### config.mk
export PLATFORM = sky130hd
export DESIGN_NAME = bcd_down_counter
export DESIGN_NICKNAME = d
export VERILOG_FILES = /design/src/rtl/bcd_down_counter.sv
export SDC_FILE = /design/constraint.sdc
export NUM_CORES = 1
export LEC_CHECK = 0
export ABC_AREA = 1
export CORE_ASPECT_RATIO = 1.5
export CORE_MARGIN = 5
export CORE_UTILIZATION = 45
export DETAILED_ROUTE_END_ITERATION = 12
export PLACE_DENSITY_LB_ADDON = 0.1
export SLEW_MARGIN = 20
export SYNTH_ARGS = -nofsm -noshare
export SYNTH_HDL_FRONTEND = slang
export SYNTH_SLANG_ARGS = --single-unit
### constraint.sdc
create_clock -name clk -period 6 [get_ports clk]
set_input_delay 1.2 -clock clk [delete_from_list [all_inputs] [get_ports clk]]
set_output_delay 1.2 -clock clk [all_outputs]
set_load 0.02 [all_outputs]
### src/rtl/bcd_down_counter.sv
// rtl/bcd_down_counter.sv - multi-digit BCD countdown timer with prescaler, load and saturating add
module bcd_down_counter #(
    parameter int DIGITS   = 4,
    parameter int TICK_DIV = 100000000
) (
    input  logic                clk,
    input  logic                rst,
    input  logic                load,
    input  logic [4*DIGITS-1:0] load_val,
    input  logic                add_en,
    input  logic [4*DIGITS-1:0] add_val,
    input  logic                run,
    output logic [4*DIGITS-1:0] count,
    output logic                zero,
    output logic                expired,
    output logic                tick
);

    localparam int W  = 4 * DIGITS;
    localparam int PW = (TICK_DIV > 2) ? $clog2(TICK_DIV) : 1;
    localparam logic [PW-1:0] PRES_MAX = PW'(TICK_DIV - 1);

    logic [W-1:0]  count_q, count_d;
    logic [PW-1:0] pres_q, pres_d;
    logic          tick_q, tick_d;
    logic          pending_q, pending_d;
    logic          expired_q, expired_d;

    function automatic logic [W-1:0] bcd_dec(input logic [W-1:0] v);
        logic [W-1:0] r;
        logic         borrow;
        r      = v;
        borrow = 1'b1;
        for (int i = 0; i < DIGITS; i++) begin
            if (borrow) begin
                if (v[4*i +: 4] == 4'd0) begin
                    r[4*i +: 4] = 4'd9;
                end else begin
                    r[4*i +: 4] = v[4*i +: 4] - 4'd1;
                    borrow      = 1'b0;
                end
            end
        end
        return r;
    endfunction

    // Carry out of the top digit saturates the whole value to all nines.
    function automatic logic [W-1:0] bcd_add_sat(input logic [W-1:0] a, input logic [W-1:0] b);
        logic [W-1:0] r;
        logic [4:0]   s;
        logic [4:0]   s_adj;
        logic         carry;
        r     = '0;
        carry = 1'b0;
        for (int i = 0; i < DIGITS; i++) begin
            s     = {1'b0, a[4*i +: 4]} + {1'b0, b[4*i +: 4]} + {4'b0, carry};
            s_adj = s - 5'd10;
            if (s > 5'd9) begin
                r[4*i +: 4] = s_adj[3:0];
                carry       = 1'b1;
            end else begin
                r[4*i +: 4] = s[3:0];
                carry       = 1'b0;
            end
        end
        if (carry) begin
            r = {DIGITS{4'h9}};
        end
        return r;
    endfunction

    always_comb begin
        count_d   = count_q;
        pres_d    = pres_q;
        tick_d    = 1'b0;
        pending_d = pending_q;
        expired_d = 1'b0;

        if (run) begin
            if (pres_q == PRES_MAX) begin
                pres_d = '0;
                tick_d = 1'b1;
            end else begin
                pres_d = pres_q + PW'(1);
            end
        end

        if (load) begin
            count_d   = load_val;
            pending_d = 1'b0;
            pres_d    = '0;
            tick_d    = 1'b0;
        end else if (add_en) begin
            count_d = bcd_add_sat(count_q, add_val);
            if (tick_q) begin
                pending_d = 1'b1;
            end
        end else if (tick_q || pending_q) begin
            // A tick at zero is consumed without wrapping.
            pending_d = 1'b0;
            if (count_q != '0) begin
                count_d   = bcd_dec(count_q);
                expired_d = (count_q == W'(1));
            end
        end
    end

    always_ff @(posedge clk or posedge rst) begin
        if (rst) begin
            count_q   <= '0;
            pres_q    <= '0;
            tick_q    <= 1'b0;
            pending_q <= 1'b0;
            expired_q <= 1'b0;
        end else begin
            count_q   <= count_d;
            pres_q    <= pres_d;
            tick_q    <= tick_d;
            pending_q <= pending_d;
            expired_q <= expired_d;
        end
    end

    assign count   = count_q;
    assign zero    = (count_q == '0);
    assign expired = expired_q;
    assign tick    = tick_q;

endmodule

==> impl_metrics.toml <==
[outcome]
outcome = "complete, but fails checks"
failed_checks = "negative setup slack"

[sta]
relSlewSlack_pct = 43.6
hold_ws_ns = 0.513
period_minus_slack_ns = 6.24
hold_viol = 0
setup_violations = 14
setup_slack_ns = -0.237
final.setup.tns_ns = -1.59
fin_crit_sh_pct = 104
rsz0062_at_grt = "yes"
maxSlewViolCount = 0
clock_skew_ns = 0.00447
max_slew.worst_pin.slew_ns = 0.846
max_freq_mhz = 160

[power]
power.density_mw_per_mm2 = 296
seqPwrFrac_pct = 23.2
pwr-share-clk_pct = 19.3
p_comb_share_pct = 57.6
swShare_pct = 39.1
irDropWorstVdd_mv = 0.176
switching_power_mw = 0.646
internal-power_mw = 1.01
p_leak_nw = 2.66

[place]
gp_congestion = 0.918
hpwlAfterDp_mm = 9.68
post_dp_cell_area_mm2 = 0.00492
dp_worst_setup_slack_ns = -0.910
numPortBuffers = 55

[global_route]
grt_first_pass_wirelength_mm = 20.9
globalRouteOverflowTotal = 0
grt_pass1_vias = 4442
grt_max_degree = 47
antenna_found_initial = 0
grt.total_usage_pct = 23.9

[clocking]
cts_buffer_depth = 2
cts_tree = "yes"
cts.sinks = 46
clock_latency_ns = 0.29
clkTransAtPathRegs_ns = 0.06
cts_buffers = 5
cts_max_level = 2
root_buffer = "clkbuf_16"
postCtsHoldBufs = 0

[yosys]
synthSimpleGateAreaFrac_pct = 41.6
ys.flop_type = "dfrtp_1"
synth_edf_count = 0
syn_nets = 672
yosysUniqueCellTypes = 42
synth_top_family_by_area = "simple AND/OR/NAND/NOR gates"
synthMuxAreaShare_pct = 0
syn_area_mm2 = 0.00405
ys_seq_elements = 46
ys_seq_area_share_pct = 28.4
yosysWarnings = 0
synth_xor_area_share_pct = 2.16
synthCells = 611
syn_avg_cell_area_um2 = 6.63
synth-compound-area-share_pct = 9.60
synth_fa_ha_area_share_pct = 8.70
async_reset_ff_share_pct = 100

[worst_setup_path]
crit_arrival_ns = 6.42
start_kind = "primary input"
crit_type = "primary input to flip-flop"
cp_top_family = "buffers and inverters"
reg2reg_depth = 41
crit_top_cell = "buf_4"
required_ns = 6.18
worstReg2RegEnd = "count[2]"
critical_path.max_fanout = 3
cp-end-kind = "flip-flop"
crit_buf_inv = 35
r2r-start = "count[1]"
ff2ff_setup_slack_ns = 0.28
max_stage_delay_ns = 0.42
slowest_stage = "fa_2"

[drt]
dr_total_vias = 4494
drt_iter0_markers = 207
dr.pass1.iters = 5
drc = 0
wire_per_inst_um = 15.7
via_per_inst = 5.32
ant_nets = 0
totalWireLength_mm = 13.3

[floorplanning]
die_y_um = 126
rows = 42
core-area_mm2 = 0.00883
initial_utilization_pct = 45.9
ioPinCount = 56
die_area_mm2 = 0.0110
fp.dieW_um = 87.5

[finish]
area_delta_synth_final_pct = 37.6
fin_nets = 795
final_util_pct = 63.2
final_cell_area_mm2 = 0.00558
multi_input_area_mm2 = 0.00272
drive_gt1_share_pct = 23.1
fillers = 796
ff_latch_area_mm2 = 0.00115
diodes = 0

[worst_hold_path]
min_delay_path_depth = 2
min_to = "pending_q"
min_from = "pending_q"
hp-class = "flip-flop to flip-flop"

[job]
drv_cap = 0
-- flip-flops by register name, summed over array words and instances, names as in the netlist --
signal     flops
expired        1
count         16
pres_q        27
pending_q      1
tick           1
-- stage by stage --
stage	power, mW	std cells
5_1_grt	1.75	845
3_5_place_dp	1.09	790
2_1_floorplan	0.815	611
4_1_cts	1.57	839
6_report	1.65	845
3_3_place_gp	1.07	790
-- layout make-up --
| type | count | area share, % |
|---|---|---|
| Inverter | 88 | 5.94 |
| Tap cell | 110 | 2.47 |
| Clock buffer | 5 | 2.24 |
| Timing Repair Buffer | 123 | 19.3 |
| Sequential cell | 46 | 20.6 |
| Clock inverter | 3 | 0.718 |
| Multi-Input combinational cell | 470 | 48.7 |
-- worst max-delay path by stage --
stage | to | slack [ns] | depth (start not counted) | from
after floorplan | count[13] | -0.04 | 37 | add_val[0]
after global placement | count[6] | -0.76 | 38 | add_val[0]
after detailed placement | count[5] | -0.91 | 38 | add_val[0]
after CTS | count[2] | -0.02 | 38 | add_val[0]
after global routing | count[0] | -0.50 | 38 | add_val[0]
final | count[2] | -0.24 | 43 | add_val[0]
-- synth_stat cells, types with 2 or more instances --
cell,number,area share [%]
buf_6,2,0.56
nor3_2,3,0.74
fa_1,7,3.5
a21boi_1,7,1.3
a21o_1,2,0.37
o21ai_0,22,2.7
dfrtp_1,46,28
xor2_1,5,1.1
xnor2_1,5,1.1
nor3_1,17,2.1
nor4_1,4,0.62
nand3_2,5,1.2
nor2_4,2,0.56
nand3_1,53,6.5
nor2_1,78,7.2
inv_1,82,7.6
nand2_2,6,0.93
nor2_2,5,0.77
buf_2,2,0.25
nand4_1,15,2.3
ha_1,17,5.2
a21oi_1,33,4.1
inv_2,5,0.46
nand2_1,170,16
-- routing by layer --
metal	global-route usage [%]	share of wire (%)	up-vias	wire length, um
met5	0	0	-	0
met3	3.40	4.5	46	599
met1	23.9	35	2083	4650
li1	-	-	2219	-
met4	13.4	4.8	0	635
met2	45.3	56	146	7400
-- cells by family after synthesis --
kind of cell	Yosys count
and+or+nand+nor	367
buffers and inverters	95
AOI/OAI and AO/OA	69
DFF	46
adders and majority gates	24
xor gates and xnor gates	10
-- power groups by stage --
stage / logic (mW) / registers [mW] / clock network, mW
floorplan: 0.412 / 0.403 / 0
global placement: 0.685 / 0.385 / 0
detailed placement: 0.708 / 0.386 / 0
CTS: 0.859 / 0.382 / 0.327
global route: 1.03 / 0.386 / 0.333
finish: 0.951 / 0.383 / 0.319
-- cell usage in the layout (no fill, tap or decap), types with 5 or more instances in the layout --
master,n
fa_2,7
nand2_1,159
nand3_1,43
o21ai_0,22
a21boi_1,5
nand4_1,15
xor2_1,5
inv_2,19
nor3_1,17
dfrtp_1,46
a21oi_1,30
clkdlybuf4s50_1,51
ha_1,13
nand3_2,15
clkbuf_16,5
nand2_2,16
buf_4,65
nor2_1,76
inv_1,67
nor2_2,6
-- tightest hold or removal path: cells and delay by family (launching register included) --
family,cells,cell delay [ns]
DFF,1,0.32
and+or+nand+nor,2,0.15
-- timing repair --
item,in CTS,in global routing
setup buffers,41,7
setup endpoints to repair,16,16
resized for setup,24,17
pin swaps,22,25
Note: power is estimated with default switching activity, not from simulation.
